## src/rtl/frame_mem_arbiter.sv

```systemverilog
// Single-port arbiter for the processed-image frame RAM.
// Display reads have fixed priority over core reads/writes; read data is
// routed back to its requester through a tag pipeline matched to RAM latency.
module frame_mem_arbiter #(
    parameter int unsigned ADDR_W  = 16,
    parameter int unsigned DATA_W  = 8,
    parameter int unsigned RD_LAT  = 1,
    parameter int unsigned STALL_W = 16
) (
    input  logic               clk,
    input  logic               rst,
    input  logic               disp_req,
    input  logic [ADDR_W-1:0]  disp_addr,
    output logic [DATA_W-1:0]  disp_rdata,
    output logic               disp_rvalid,
    input  logic               cpu_req,
    input  logic               cpu_we,
    input  logic [ADDR_W-1:0]  cpu_addr,
    input  logic [DATA_W-1:0]  cpu_wdata,
    output logic               cpu_gnt,
    output logic [DATA_W-1:0]  cpu_rdata,
    output logic               cpu_rvalid,
    output logic [ADDR_W-1:0]  mem_addr,
    output logic               mem_we,
    output logic [DATA_W-1:0]  mem_wdata,
    input  logic [DATA_W-1:0]  mem_rdata,
    output logic [STALL_W-1:0] stall_cnt
);

    localparam int unsigned TAG_W = 2;
    localparam logic [TAG_W-1:0] TAG_NONE = 2'd0;
    localparam logic [TAG_W-1:0] TAG_DISP = 2'd1;
    localparam logic [TAG_W-1:0] TAG_CPU  = 2'd2;

    typedef enum logic [1:0] {
        SLOT_IDLE,
        SLOT_DISP,
        SLOT_CPU_RD,
        SLOT_CPU_WR
    } slot_e;

    slot_e              slot_c;

    logic [ADDR_W-1:0]  mem_addr_q,  mem_addr_d;
    logic               mem_we_q,    mem_we_d;
    logic [DATA_W-1:0]  mem_wdata_q, mem_wdata_d;
    logic [TAG_W-1:0]   tag_d;
    logic [TAG_W-1:0]   tag_q [0:RD_LAT];
    logic [TAG_W-1:0]   ret_tag;

    logic               disp_rvalid_q, disp_rvalid_d;
    logic [DATA_W-1:0]  disp_rdata_q,  disp_rdata_d;
    logic               cpu_rvalid_q,  cpu_rvalid_d;
    logic [DATA_W-1:0]  cpu_rdata_q,   cpu_rdata_d;
    logic [STALL_W-1:0] stall_q,       stall_d;
    logic               stall_inc;

    // Fixed-priority slot decision: display first, then core.
    always_comb begin
        slot_c = SLOT_IDLE;
        if (disp_req) begin
            slot_c = SLOT_DISP;
        end else if (cpu_req) begin
            slot_c = cpu_we ? SLOT_CPU_WR : SLOT_CPU_RD;
        end
    end

    assign cpu_gnt   = cpu_req & ~disp_req & ~rst;
    assign stall_inc = cpu_req & ~cpu_gnt;

    // Issue-stage next values; IDLE holds address and write data.
    always_comb begin
        mem_addr_d  = mem_addr_q;
        mem_we_d    = 1'b0;
        mem_wdata_d = mem_wdata_q;
        tag_d       = TAG_NONE;
        case (slot_c)
            SLOT_DISP: begin
                mem_addr_d = disp_addr;
                tag_d      = TAG_DISP;
            end
            SLOT_CPU_RD: begin
                mem_addr_d = cpu_addr;
                tag_d      = TAG_CPU;
            end
            SLOT_CPU_WR: begin
                mem_addr_d  = cpu_addr;
                mem_we_d    = 1'b1;
                mem_wdata_d = cpu_wdata;
            end
            default: ;
        endcase
    end

    assign ret_tag = tag_q[RD_LAT];

    // Return-stage next values; data holds between valid pulses.
    always_comb begin
        disp_rvalid_d = 1'b0;
        disp_rdata_d  = disp_rdata_q;
        cpu_rvalid_d  = 1'b0;
        cpu_rdata_d   = cpu_rdata_q;
        if (ret_tag == TAG_DISP) begin
            disp_rvalid_d = 1'b1;
            disp_rdata_d  = mem_rdata;
        end else if (ret_tag == TAG_CPU) begin
            cpu_rvalid_d = 1'b1;
            cpu_rdata_d  = mem_rdata;
        end
    end

    // Saturating stall counter next value.
    always_comb begin
        stall_d = stall_q;
        if (stall_inc && (stall_q != {STALL_W{1'b1}})) begin
            stall_d = stall_q + STALL_W'(1);
        end
    end

    // Issue registers and tag pipeline; reset drops in-flight reads.
    always_ff @(posedge clk or posedge rst) begin
        if (rst) begin
            mem_addr_q  <= '0;
            mem_we_q    <= 1'b0;
            mem_wdata_q <= '0;
            for (int i = 0; i <= int'(RD_LAT); i++) begin
                tag_q[i] <= TAG_NONE;
            end
        end else begin
            mem_addr_q  <= mem_addr_d;
            mem_we_q    <= mem_we_d;
            mem_wdata_q <= mem_wdata_d;
            tag_q[0]    <= tag_d;
            for (int i = 1; i <= int'(RD_LAT); i++) begin
                tag_q[i] <= tag_q[i-1];
            end
        end
    end

    // Return registers and stall counter.
    always_ff @(posedge clk or posedge rst) begin
        if (rst) begin
            disp_rvalid_q <= 1'b0;
            disp_rdata_q  <= '0;
            cpu_rvalid_q  <= 1'b0;
            cpu_rdata_q   <= '0;
            stall_q       <= '0;
        end else begin
            disp_rvalid_q <= disp_rvalid_d;
            disp_rdata_q  <= disp_rdata_d;
            cpu_rvalid_q  <= cpu_rvalid_d;
            cpu_rdata_q   <= cpu_rdata_d;
            stall_q       <= stall_d;
        end
    end

    assign mem_addr    = mem_addr_q;
    assign mem_we      = mem_we_q;
    assign mem_wdata   = mem_wdata_q;
    assign disp_rvalid = disp_rvalid_q;
    assign disp_rdata  = disp_rdata_q;
    assign cpu_rvalid  = cpu_rvalid_q;
    assign cpu_rdata   = cpu_rdata_q;
    assign stall_cnt   = stall_q;

endmodule

```

## config.mk

```make
export PLATFORM = sky130hd
export DESIGN_NAME = frame_mem_arbiter
export DESIGN_NICKNAME = d
export VERILOG_FILES = /design/src/rtl/frame_mem_arbiter.sv
export SDC_FILE = /design/constraint.sdc
export NUM_CORES = 1
export LEC_CHECK = 0
export ABC_AREA = 1
export BUFFER_PORTS_ARGS = -buffer_cell sky130_fd_sc_hd__buf_2
export CORE_AREA = 2 2 102 104
export DETAILED_ROUTE_END_ITERATION = 7
export DIE_AREA = 0 0 104 106
export HOLD_SLACK_MARGIN = 0.03
export PLACE_DENSITY = 0.57
export SLEW_MARGIN = 0
export SYNTH_ARGS = -nofsm -noshare
export SYNTH_HDL_FRONTEND = slang
export SYNTH_SLANG_ARGS = --single-unit
```

## constraint.sdc

```tcl
create_clock -name clk -period 1.68 [get_ports clk]
set_input_delay 0.084 -clock clk [delete_from_list [all_inputs] [get_ports clk]]
set_output_delay 0.084 -clock clk [all_outputs]
set_load 0.1 [all_outputs]
```

# After elaboration in Yosys (flattened, before gate mapping)
# Cells that the tools add are included.
[op_classes]
n_eq_ne = 6
n_bitwise = 7
n_reduce_logical = 4
n_mux = 9
add_sub_neg = 1
[op_table]
columns = ["operator", "n"]
rows = [
  ["16-bit case mux with 2 select lines", 1],
  ["16-bit by 1-bit adder with 16-bit output, second input constant", 1],
  ["16-bit inequality test, second input constant", 1],
  ["2-bit == test, second input constant", 3],
  ["1-bit 2-to-1 mux", 5],
  ["2-bit by 1-bit == test with 1-bit output, second input constant", 2],
  ["2-bit 2-to-1 mux", 2],
  ["1-bit inverter", 4],
  ["2-bit case mux with 2 select lines", 1],
  ["1-bit bitwise AND", 3],
  ["2-bit AND reduction", 1],
  ["2-bit nonzero test", 1],
  ["2-bit OR reduction", 1],
  ["1-bit logical AND", 1],
]
[totals]
input_bits = 53
regBits = 63
out_inout_bits = 60
word_cells = 37

# Depth between registers and ports, before layout
[logic_depth]
ltp_word = 6
ltp_mapped = 9
mapped_depth_nobuf = 9

# Worst setup path before layout
# No wires, ideal clock.
[synth_path]
path_type = "register to register"
from = "reg stall_q[0] (netlist: stall_cnt[0])"
to = "reg stall_q[11] (netlist: stall_cnt[11])"
n_path_buf = 1
synth_period_minus_slack_ps = 2157
setup_time_ps = 123
arrival_time_ps = 2035
required_time_ps = 1557
path_stages_with_launch = 10
slack_ps = -477
path_cell_list = "dfrtp_1 -> ha_1 -> nand3_1 -> inv_2 -> nand2_4 -> nor2_4 -> nor2_4 -> buf_6 -> nand2_1 -> nand2_1"
[synth_via]
elab_chain_len = 2
word_cells_on_any_way = 3
classes_between = "1 x add/sub; 1 x eq/ne; 1 x reduce/logical"
[synth_rtl]
columns = ["item", "line", "text"]
rows = [
  ["from (decl)", "55", "logic [STALL_W-1:0] stall_q, stall_d;"],
  ["from (signal assigned)", "153", "stall_q <= stall_d;"],
  ["branches (longest 2 deep; another with 16-bit by 1-bit adder with 16-bit output)", "--", ""],
]
# Several ways; the timed one is not identified.
# A chain may end at the register's enable or synchronous reset.

# Final worst setup path
[layout_path]
from = "in cpu_we"
to = "reg mem_addr_q[8] (netlist: mem_addr[8])"
[layout_via]
elab_chain_len = 6
word_cells_on_any_way = 9
classes_between = "3 x eq/ne; 4 x mux; 2 x reduce/logical"
[layout_rtl]
columns = ["item", "line", "text"]
rows = [
  ["from (decl)", "17", "input logic cpu_we,"],
  ["1-bit 2-to-1 mux (*)", "64", "slot_c = cpu_we ? SLOT_CPU_WR : SLOT_CPU_RD;"],
  ["2-bit 2-to-1 mux (*)", "63", "end else if (cpu_req) begin"],
  ["2-bit 2-to-1 mux (*)", "61", "if (disp_req) begin"],
  ["2-bit == test", "77", "case (slot_c)"],
  ["2-bit OR reduction (no source line)", "--", ""],
  ["16-bit case mux with 2 select lines / 2-bit nonzero test (equally long branches)", "--", ""],
  ["to (signal assigned)", "130", "mem_addr_q <= mem_addr_d;"],
  ["to (decl)", "44", "logic [ADDR_W-1:0] mem_addr_q, mem_addr_d;"],
]
# Every way passes the cells marked *; elsewhere a longest branch is shown, timed or not.

==> flow_metrics.env <==
export IMPL_status="completed"
export IMPL_rsz0062_at_grt="no"
export IMPL_netlist_top_cell_by_area="dfrtp_1"
export IMPL_crit_required_ps=1940
export IMPL_r2r_start="stall_cnt[0]"
export IMPL_vdd_ir_drop_max_mv=0.950
export IMPL_vias=2865
export IMPL_nFillCells=984
export IMPL_drive_above_1_share_pct=34.0
export IMPL_crit_path_end_kind="flip-flop"
export IMPL_grt_pass1_wl_um=13400
export IMPL_yosysWarnings=0
export IMPL_power_leakage_uw=0.00223
export IMPL_synthAdderAreaFrac_pct=0.434
export IMPL_internal_power_uw=2850
export IMPL_startpoint_type="input pin"
export IMPL_period_needed_ps=1560
export IMPL_post_dp_hpwl_um=5350
export IMPL_synth_seq_cells=63
export IMPL_max_slew_worst_pin_slew_ps=634
export IMPL_place_congestion=0.780
export IMPL_syn_to_final_growth_pct=52.2
export IMPL_power_density_nw_per_um2=1250
export IMPL_post_route_drc_count=0
export IMPL_antenna_found_initial=0
export IMPL_hold_violations=0
export IMPL_cts_buffer_depth=2
export IMPL_n_antenna_cell=0
export IMPL_synthArstFlopShare_pct=100
export IMPL_max_freq_mhz=639
export IMPL_syn_inst=342
export IMPL_period_share_pct=93.1
export IMPL_setup_viol=0
export IMPL_relSlewSlack_pct=57.7
export IMPL_cts_tree="yes"
export IMPL_synth_top_area_share_pct=54.7
export IMPL_syn_mean_instance_area_um2=8.43
export IMPL_reg2reg_depth=9
export IMPL_synth_top_family_by_area="simple AND/OR/NAND/NOR gates"
export IMPL_grt_pass1_vias=2818
export IMPL_synthesis_nets=396
export IMPL_report_final_slew_viol_count=0
export IMPL_grt_max_degree=31
export IMPL_initial_utilization_pct=28.8
export IMPL_synth_compound_area_share_pct=4.82
export IMPL_syn_cell_area_um2=2880
export IMPL_synth_most_common_cell="nand2_1"
export IMPL_holdCritPathClass="input pin to flip-flop"
export IMPL_place_ws_ps=146
export IMPL_critical_path_class="input pin to flip-flop"
export IMPL_grt_overflow=0
export IMPL_setup_tns_ps=0
export IMPL_layout_setup_ws_ps=116
export IMPL_worst_ep_arrival_time_ps=1820
export IMPL_clkTransAtPathRegs_ps=70
export IMPL_grt_usage_pct=15.0
export IMPL_coreArea_um2=10000
export IMPL_hold_path_startpoint="cpu_req"
export IMPL_cts_buffers=9
export IMPL_ys_seq_area_share_pct=54.7
export IMPL_cts_max_level=3
export IMPL_timing_rr_end="stall_cnt[3]"
export IMPL_yosys_area_share_simple_pct=32.7
export IMPL_nets=567
export IMPL_io_pins=113
export IMPL_drt_first_pass_iters=4
export IMPL_share_seq_of_total_power_pct=34.7
export IMPL_rows=37
export IMPL_ys_flop_type="dfrtp_1"
export IMPL_vias_per_cell=4.38
export IMPL_p_sw_share_pct=47.9
export IMPL_synthMuxAreaShare_pct=0
export IMPL_holdPathStages=3
export IMPL_wirelength_um=7980
export IMPL_clock_root_buffer="clkbuf_8"
export IMPL_dieArea_um2=11000
export IMPL_synthXorXnorAreaFrac_pct=1.52
export IMPL_synth_distinct_cells=24
export IMPL_wl_per_cell_um=12.2
export IMPL_clkPwrFrac_pct=23.4
export IMPL_clock_sink_count=63
export IMPL_p_sw_uw=2620
export IMPL_comb_power_share_pct=41.9
export IMPL_synthTopCellsByCount="137 x nand2_1, 63 x dfrtp_1, 26 x inv_1, 26 x nand3_1, 18 x nand4_1"
export IMPL_synth_top_cells_by_area="dfrtp_1 55%, nand2_1 18%, nand3_1 4.5%, nand4_1 3.9%, inv_1 3.4%"
export IMPL_synth_edff_count=0
export IMPL_antenna_left=0
export IMPL_die_w_um=104
export IMPL_portBuffers=112
export IMPL_holdPathEnd="mem_we"
export IMPL_insertion_delay_ps=330
export IMPL_die_height_um=106
export IMPL_r2r_setup_slack_ps=130
export IMPL_drt_iter0_drc=127
export IMPL_cap_violations=0
export IMPL_crit_fanout=16
export IMPL_clock_skew_final_ps=7.77
## kinds of logic (layout without fill, tap and decap cells)
kind of cell / Yosys count / in the layout
adders and majority gates: 1 / 1
AOI/OAI and AO/OA: 22 / 22
xor gates and xnor gates: 5 / 5
DFF: 63 / 63
buffers and inverters: 41 / 217
and+or+nand+nor: 210 / 210
## repair_timing
item | 4_1_cts | 5_1_grt
hold buffers | 50 | 0
resized for setup | 0 | 2
setup endpoints to repair | 0 | 11
endpoints found under the hold margin | 65 | 0
setup buffers | 0 | 0
## layer usage
layer,vias up,share of wire (%),GRT usage [%]
li1,1431,-,-
met1,1313,45,18.5
met2,113,47,25.3
met3,8,7.4,4.90
met4,0,1.0,3.76
met5,-,0,0
## power groups by stage
stage / Sequential [uW] / Combinational (uW) / Clock [uW]
3_3_place_gp: 1910 / 2190 / 0
5_1_grt: 1930 / 2390 / 1440
2_1_floorplan: 3350 / 356 / 0
3_5_place_dp: 1920 / 2190 / 0
6_report: 1900 / 2290 / 1280
4_1_cts: 1900 / 2300 / 1360
## placed cells by master, fill, tap and decap left out, drive strengths merged
cell type / synthesis / final
clkbuf: 4 / 10
o21ai: 21 / 21
ha: 1 / 1
inv: 31 / 30
nor2: 23 / 23
dfrtp: 63 / 63
clkinvlp: 0 / 2
o21a: 1 / 1
bufinv: 0 / 1
nand4: 18 / 18
nand3: 26 / 26
buf: 6 / 120
nor3: 1 / 1
dlygate4sd3: 0 / 50
nand3b: 2 / 2
nand2: 140 / 140
xor2: 5 / 5
clkinv: 0 / 4
## worst max-delay path by stage
| stage | start | to | cells after the start |
|---|---|---|---|
| finish | cpu_we | mem_addr[8] | 7 |
| global route | stall_cnt[0] | stall_cnt[1] | 9 |
| CTS | cpu_we | mem_addr[8] | 7 |
| detailed placement | stall_cnt[0] | stall_cnt[3] | 9 |
| global placement | stall_cnt[0] | stall_cnt[4] | 9 |
| floorplan | stall_cnt[0] | stall_cnt[11] | 9 |
## final cells by class
cell class              count  area [um2]  area share, %
inverters                  31         120           2.74
well taps                 136         170           3.88
clock buffers              10         128           2.91
clock inverters             6        61.3           1.40
flip-flops and latches     63        1600           36.5
repair buffers            170        1150           26.3
multi-input cells         238        1160           26.3
## per-stage QoR
step | area [um2] | std cells | utilization, % | hold WS (ps) | total power (uW)
after detailed placement | 3690 | 588 | 36.9 | 263 | 4110
after global routing | 4390 | 654 | 43.9 | 140 | 5750
after floorplan | 2930 | 342 | - | 150 | 3710
after global placement | 3690 | 588 | 36.9 | 261 | 4100
final | 4390 | 654 | 43.9 | 153 | 5470
after CTS | 4380 | 654 | 43.8 | 166 | 5550
## flip-flops by register name, indices dropped and copies added, names as in the netlist
signal	count
stall_cnt	16
cpu_rvalid	1
disp_rvalid	1
tag_q	2
disp_rdata	8
mem_we	1
cpu_rdata	8
mem_addr	16
mem_wdata	8
ret_tag	2
## worst max-delay path, cell delays in order
cell and delay [ps]:
dlygate4sd3_1 540, buf_2 140, nand2_2 130, buf_6 190, nand4_1 90, nand3_1 100, dlygate4sd3_1 550
Note: power is estimated with default switching activity, not from simulation.
